<file path="config.mk">
export PLATFORM = sky130hd
export DESIGN_NAME = sram_word_arbiter
export DESIGN_NICKNAME = d
export VERILOG_FILES = /design/src/rtl/sram_word_arbiter.sv
export SDC_FILE = /design/constraint.sdc
export NUM_CORES = 1
export LEC_CHECK = 0
export ABC_AREA = 1
export BUFFER_PORTS_ARGS = -buffer_cell sky130_fd_sc_hd__buf_2
export CORE_MARGIN = 3
export CORE_UTILIZATION = 46
export CTS_CLUSTER_SIZE = 12
export DETAILED_ROUTE_END_ITERATION = 8
export PLACE_DENSITY = 0.8
export REMOVE_ABC_BUFFERS = 1
export SETUP_SLACK_MARGIN = 0.15
export SLEW_MARGIN = 20
export SYNTH_ARGS = -nofsm -noshare
export SYNTH_HDL_FRONTEND = slang
export SYNTH_SLANG_ARGS = --single-unit
</file>
<file path="constraint.sdc">
create_clock -name clk -period 1.7 [get_ports clk]
set_input_delay 0.34 -clock clk [delete_from_list [all_inputs] [get_ports clk]]
set_output_delay 0.34 -clock clk [all_outputs]
set_load 0.01 [all_outputs]
</file>
<file path="src/rtl/sram_word_arbiter.sv">
// Two-master word arbiter sharing one SRAM controller; one latched access at a time.
// Define SRAM_ARB_RR_EN for round-robin tie-breaking; otherwise M0 has fixed priority.
module sram_word_arbiter #(
    parameter int ADDR_W = 32,
    parameter int DATA_W = 32
) (
    input  logic              clk,
    input  logic              rst_n,
    input  logic              m0_req,
    input  logic              m0_we,
    input  logic [ADDR_W-1:0] m0_addr,
    input  logic [DATA_W-1:0] m0_wdata,
    output logic [DATA_W-1:0] m0_rdata,
    output logic              m0_ack,
    output logic              m0_stall,
    input  logic              m1_req,
    input  logic              m1_we,
    input  logic [ADDR_W-1:0] m1_addr,
    input  logic [DATA_W-1:0] m1_wdata,
    output logic [DATA_W-1:0] m1_rdata,
    output logic              m1_ack,
    output logic              m1_stall,
    output logic              sram_wr_en,
    output logic              sram_rd_en,
    output logic [ADDR_W-1:0] sram_addr,
    output logic [DATA_W-1:0] sram_wdata,
    input  logic [DATA_W-1:0] sram_rdata,
    input  logic              sram_ready
);
    typedef enum logic [1:0] {IDLE, BUSY, GAP} state_t;

    state_t            r_state, w_next;
    logic              w_load, w_done, w_win, w_win_we;
    logic [ADDR_W-1:0] w_win_addr;
    logic [DATA_W-1:0] w_win_wdata;
    logic              r_grant, r_first, r_wr_en, r_rd_en;
    logic [ADDR_W-1:0] r_addr;
    logic [DATA_W-1:0] r_wdata, r_m0_rdata, r_m1_rdata;
    logic              r_m0_ack, r_m1_ack;

`ifdef SRAM_ARB_RR_EN
    // r_prio names the master that wins the next tie: the one not granted last.
    logic r_prio;
    assign w_win = m1_req & (~m0_req | r_prio);
    always_ff @(posedge clk or negedge rst_n) begin
        if (!rst_n)      r_prio <= 1'b0;
        else if (w_load) r_prio <= ~w_win;
    end
`else
    assign w_win = m1_req & ~m0_req;
`endif

    assign w_win_we    = w_win ? m1_we    : m0_we;
    assign w_win_addr  = w_win ? m1_addr  : m0_addr;
    assign w_win_wdata = w_win ? m1_wdata : m0_wdata;

    always_ff @(posedge clk or negedge rst_n) begin
        if (!rst_n) r_state <= IDLE;
        else        r_state <= w_next;
    end

    // The controller may still show idle-ready in the first BUSY cycle, so it is skipped.
    always_comb begin
        w_next = r_state;
        w_load = 1'b0;
        w_done = 1'b0;
        case (r_state)
            IDLE: if (m0_req | m1_req) begin
                w_load = 1'b1;
                w_next = BUSY;
            end
            BUSY: if (!r_first && sram_ready) begin
                w_done = 1'b1;
                w_next = GAP;
            end
            GAP:     w_next = IDLE;
            default: w_next = IDLE;
        endcase
    end

    always_ff @(posedge clk or negedge rst_n) begin
        if (!rst_n) begin
            r_grant    <= 1'b0;
            r_first    <= 1'b0;
            r_wr_en    <= 1'b0;
            r_rd_en    <= 1'b0;
            r_addr     <= '0;
            r_wdata    <= '0;
            r_m0_rdata <= '0;
            r_m1_rdata <= '0;
            r_m0_ack   <= 1'b0;
            r_m1_ack   <= 1'b0;
        end else begin
            r_first  <= w_load;
            r_m0_ack <= 1'b0;
            r_m1_ack <= 1'b0;
            if (w_load) begin
                r_grant <= w_win;
                r_wr_en <= w_win_we;
                r_rd_en <= ~w_win_we;
                r_addr  <= w_win_addr;
                r_wdata <= w_win_wdata;
            end
            if (w_done) begin
                r_wr_en <= 1'b0;
                r_rd_en <= 1'b0;
                if (r_grant) begin
                    r_m1_ack <= 1'b1;
                    if (r_rd_en) r_m1_rdata <= sram_rdata;
                end else begin
                    r_m0_ack <= 1'b1;
                    if (r_rd_en) r_m0_rdata <= sram_rdata;
                end
            end
        end
    end

    assign sram_wr_en = r_wr_en;
    assign sram_rd_en = r_rd_en;
    assign sram_addr  = r_addr;
    assign sram_wdata = r_wdata;
    assign m0_rdata   = r_m0_rdata;
    assign m1_rdata   = r_m1_rdata;
    assign m0_ack     = r_m0_ack;
    assign m1_ack     = r_m1_ack;
    assign m0_stall   = m0_req & ~r_m0_ack;
    assign m1_stall   = m1_req & ~r_m1_ack;
endmodule

</file>
# Word-level counts from Yosys, hierarchy flattened

Index checks and enable logic that the tools add are counted.

Register bits after elaboration: 136
Input port bits: 167
Output and inout bits: 134

Reductions and logical operators: 7
Equal/unequal tests: 3
Multiplexer cells: 18
Bitwise logic cells: 9

Operator list:

| kind                                                | count |
|---|---|
| two-way mux 32 bit                                  | 2 |
| two-way mux 1 bit                                   | 13 |
| AND reduction 3 bit                                 | 2 |
| NOT 1 bit                                           | 5 |
| two-way mux 2 bit                                   | 2 |
| inequality test 2 bit, second input constant        | 2 |
| case mux 2 bit (2 select lines)                     | 1 |
| bitwise AND 1 bit                                   | 3 |
| equality test 2 x 1 -> 1 bit, second input constant | 1 |
| logical NOT 2 bit                                   | 1 |
| AND reduction 2 bit                                 | 1 |
| nonzero test 2 bit                                  | 1 |
| logical AND 1 bit                                   | 1 |
| logical NOT 1 bit                                   | 1 |
| OR 1 bit                                            | 1 |

# Logic depth before layout (Yosys ltp)

Word-level depth: 6
Depth in mapped cells: 8
Depth with buffers taken out: 6

# Least setup slack after synthesis

Ideal clock, no wire load.

Path kind: reg2reg
Start point: reg r_rd_en (netlist: sram_rd_en)
End point: reg r_m0_rdata[10] (netlist: m0_rdata[10])
Arrival: 1113 ps
Buffers on the path: 2
Setup slack: 470 ps
Stages on the path, launching flop included: 8
Setup time: 117 ps
Clock period less this slack: 1230 ps
Cell sequence: dfrtp_1 -> buf_2 -> inv_2 -> nor2_2 -> nand2_1 -> buf_2 -> nand2_1 -> nand2_1

Word-level cells in the longest chain between the ends: 1

Ends and longest elaborated chain:

| item                          | line | source |
|---|---|---|
| start, declared               | 36   | `logic r_grant, r_first, r_wr_en, r_rd_en;` |
| start signal, assigned        | 100  | `r_rd_en <= ~w_win_we;` |
| AND reduction 3 bit (no line) | -    |  |
| end signal, assigned          | 112  | `if (r_rd_en) r_m0_rdata <= sram_rdata;` |
| end, declared                 | 38   | `logic [DATA_W-1:0] r_wdata, r_m0_rdata, r_m1_rdata;` |

No other way between the ends.
A chain may end at the register's enable or synchronous reset.

# Worst setup path after layout

Start point: reg r_m0_ack (netlist: m0_ack)
End point: out m0_stall

Word-level cells in the longest chain between the ends: 2

Ends and longest elaborated chain:

| item                   | line | source |
|---|---|---|
| start, declared        | 39   | `logic r_m0_ack, r_m1_ack;` |
| start signal, assigned | 91   | `r_m0_ack <= 1'b0;` |
| start signal, assigned | 95   | `r_m0_ack <= 1'b0;` |
| start signal, assigned | 111  | `r_m0_ack <= 1'b1;` |
| NOT 1 bit              | 126  | `assign m0_stall = m0_req & ~r_m0_ack;` |
| bitwise AND 1 bit      | 126  |  |
| end, declared          | 15   | `output logic m0_stall,` |

No other way between the ends.

==> run summary <==
The run finished with clean final reports. The worst setup path is launched from a flip-flop. Clock tree synthesis inserted a total of 17 buffers. The die covers 14900 sq um. The area fraction of the dominant cell type after synthesis was 54.91%; the data required time of the worst path was 1.36 ns. The tree built by TritonCTS fans out to 136 sinks.

Fraction of layout cells with a size suffix above 1: 32.94%. The finished cells cover 8646 sq um. For the final database, setup skew stands at 0.007860 ns. STA classifies the critical path endpoint as an output port.

The register bit total from synthesis was 136. The average wire per cell in the routed design is 14.50 um, and the met2 wire length is 9.289 mm. During placement, the flow inserted port buffers numbering 300. The design draws 14.66 mW.

The cell area after placement came out at 7971 sq um. The power density normalized to cell area was 1696 nW/um^2. Critical path class: flip-flop to output port.

Summed over all layers, the global routing overflow is 0. Detailed routing placed a total of 1.771 mm of wire on met3. Endpoint of the most critical register-to-register path: m0_rdata[14]. The transition at the pin with the smallest max-transition slack was 0.4102 ns.

In this run the register-to-register setup slack is 0.34 ns. The first-pass GRT wire length is 29.24 mm. Data on the critical path arrives at its endpoint at 1.14 ns.

The die height works out to 122.1 um. The yosys synthesis warning count came out at 0. Number of design-rule violations left by the first detailed-router iteration: 363. Via density per instance: 4.879. The timing startpoint of the critical path is m0_ack. The maximum level of the CTS H-tree is 4. Setup violations remaining at the end of the flow were counted as 0.

Of all flip-flops after synthesis, the portion carrying an async set or reset was 100.0%. For the count of final max-slew check failures, the log shows 0. Yosys mapped the design onto 17 distinct sky130hd cell types.

In this run the worst path has a maximum fanout of 2. The run gives 0 ns as the aggregate negative setup slack. The logs give 0 for the post-detailed-route count of antenna-violating nets and 6198 sq um for the cell area after technology mapping. Among all cell types in the netlist, the one instantiated most often is nand2_1. Static timing analysis puts the maximum clock frequency at 0.6737 GHz. Detailed placement ended at an HPWL of 13.55 mm.

The filler cells instantiated in the layout total 1113. The instance count of the mapped netlist is 801, and the sequential fraction of the synthesis area is 54.91%. The run gives 67.15% as the end-of-flow core utilization. The tree is rooted in a clkbuf_16. The min-delay analysis places its worst path in the category input pin to flip-flop.

Among all flip-flop cells after synthesis, the most frequent one is dfrtp_1. Initial antenna violation count: 3. The later pin in the worst-skew pair is clocked with a latency of 0.41 ns. The post-route clock period utilization is 87.31%. Before CTS, the worst setup slack after placement is 0.3200 ns. The x dimension of the die is 122.1 um, and the maximum buffer depth of the clock tree is 2. TritonCTS built the clock tree. Sorting the synthesized cells by area gives the leading types as dfrtp_1 (55%), nand2_1 (24%), o21ai_1 (5.2%), inv_1 (4.2%), nand4_1 (3.2%).

For this design the top-level I/O count stands at 301. The area growth from synthesis to layout is 39.48%. The number of detailed-routing iterations run before antenna repair was 5. The floorplan has 41 rows. Each instance of the synthesized netlist takes up on average 7.738 sq um. The length of routed wiring on met1 was 6.945 mm. In this run the static leakage power is 5.177 nW. Worst setup slack after layout: 0.2158 ns. The core region is 12880 sq um. Headroom to the max-slew limit: 72.66%. The critical path ends at m0_stall.

The commonest cells after synthesis are nand2_1 (394), dfrtp_1 (136), inv_1 (69), o21ai_1 (64), nand3_1 (37). Time the final worst path needs with I/O delays and setup: 1.484 ns. For the worst flop-to-flop path, the logic depth is 6. The tool flagged a number of max-cap violations equal to 0. For this run, the post-layout net count is 1259. The run gives 0.8615 as the final weighted congestion of routability-driven global placement. The clock transition at the registers of the reported paths is 0.06 ns. In this run the critical register-to-register path is launched from sram_rd_en. For the count of endpoints failing hold in the final timing report, the log shows 0.

The routed wire length was 18.53 mm. The top layer reached by signal wires was met5. The initial standard-cell utilization of the core was 48.14%; the overall fraction of global-route tracks in use was 25.26%.

For this run, design rule violations remaining after detail routing come to 0. The tools report the detailed-route via count as 6235. The tools report the highest ir drop seen on vdd as 0.6774 mV. The run gives 5927 as the via count of the first global-routing pass. Of all cell types, the one taking the most synthesized area is dfrtp_1. Setup repair after global routing left no endpoint under its margin. Yosys mapped a number of flops with a built-in enable equal to 0.

The largest net degree at the start of global routing is 69.
==> worst min-delay path by stage <==
stage	from	end	slack, ns	cells past startpoint
finish	sram_rdata[21]	m0_rdata[21]	0.18	3
global route	sram_rdata[2]	m0_rdata[2]	0.18	3
CTS	sram_rdata[18]	m0_rdata[18]	0.16	3
detailed placement	rst_n	m0_rdata[4]	0.29	1
global placement	rst_n	m0_rdata[4]	0.29	1
floorplan	rst_n	m0_ack	0.04	0
==> where the power goes <==
| part | internal [mW] | switching, mW |
|---|---|---|
| Sequential | 4.59 | 0.733 |
| Combinational | 2.05 | 3.35 |
| Clock | 2.57 | 1.37 |
| Total | 9.21 | 5.45 |
==> stage by stage <==
step,cells,hold slack [ns]
after floorplan,749,0.04441
after global placement,1243,0.2897
after detailed placement,1243,0.2879
after CTS,1277,0.1579
after global routing,1278,0.1752
final,1278,0.1759
==> layout make-up <==
type / count / area, sq um / share of cell area, %
clock buffer: 21 / 470.5 / 5.441
sequential: 136 / 3405 / 39.38
multi-input combinational: 539 / 2265 / 26.19
inverter: 74 / 277.8 / 3.213
timing repair buffer: 324 / 1841 / 21.29
antenna: 1 / 2.502 / 0.02894
clock inverter: 11 / 170.2 / 1.968
tap: 172 / 215.2 / 2.489
==> metal layers <==
metal	global-route usage, %	up-vias
li1	-	3060
met1	29.80	2848
met2	43.06	281
met3	7.428	42
met4	10.71	4
met5	0	-
==> logic make-up after synthesis <==
group / Yosys count / share of synthesized area (%)
buffers and inverters: 126 / 8.841
AO/OA/AOI/OAI: 67 / 5.470
flip-flops: 136 / 54.91
AND/OR/NAND/NOR: 472 / 30.78
==> sequential cells by signal (all words and copies together), names as in the netlist, 2 cells and up <==
signal	cells
sram_wdata	32
m0_rdata	32
r_state	2
m1_rdata	32
sram_addr	32
==> cells in the final DEF, fill, tap and decap left out, drive strengths merged <==
cell type / synthesis / routed
nor2: 8 / 8
clkinv: 0 / 4
clkinvlp: 0 / 3
nand4: 32 / 32
clkbuf: 12 / 21
dlygate4sd3: 0 / 1
nand3: 37 / 37
diode: 0 / 1
buf: 40 / 323
inv: 74 / 74
bufinv: 0 / 4
dfrtp: 136 / 136
o21ai: 66 / 66
a21oi: 1 / 1
nand2: 394 / 394
or2: 1 / 1
==> critical path, stage by stage (launching register included) <==
cell	delay, ns
dfrtp_1	0.37
nor2_1	0.19
buf_2	0.18
==> what timing repair did <==
action                                  CTS  global route
hold buffers                              1             0
buffers inserted                          1             0
resized for setup                         4             0
endpoints found under the setup margin    1             0
hold endpoints to repair                 36             0
Power figures use the tool's default switching activity.
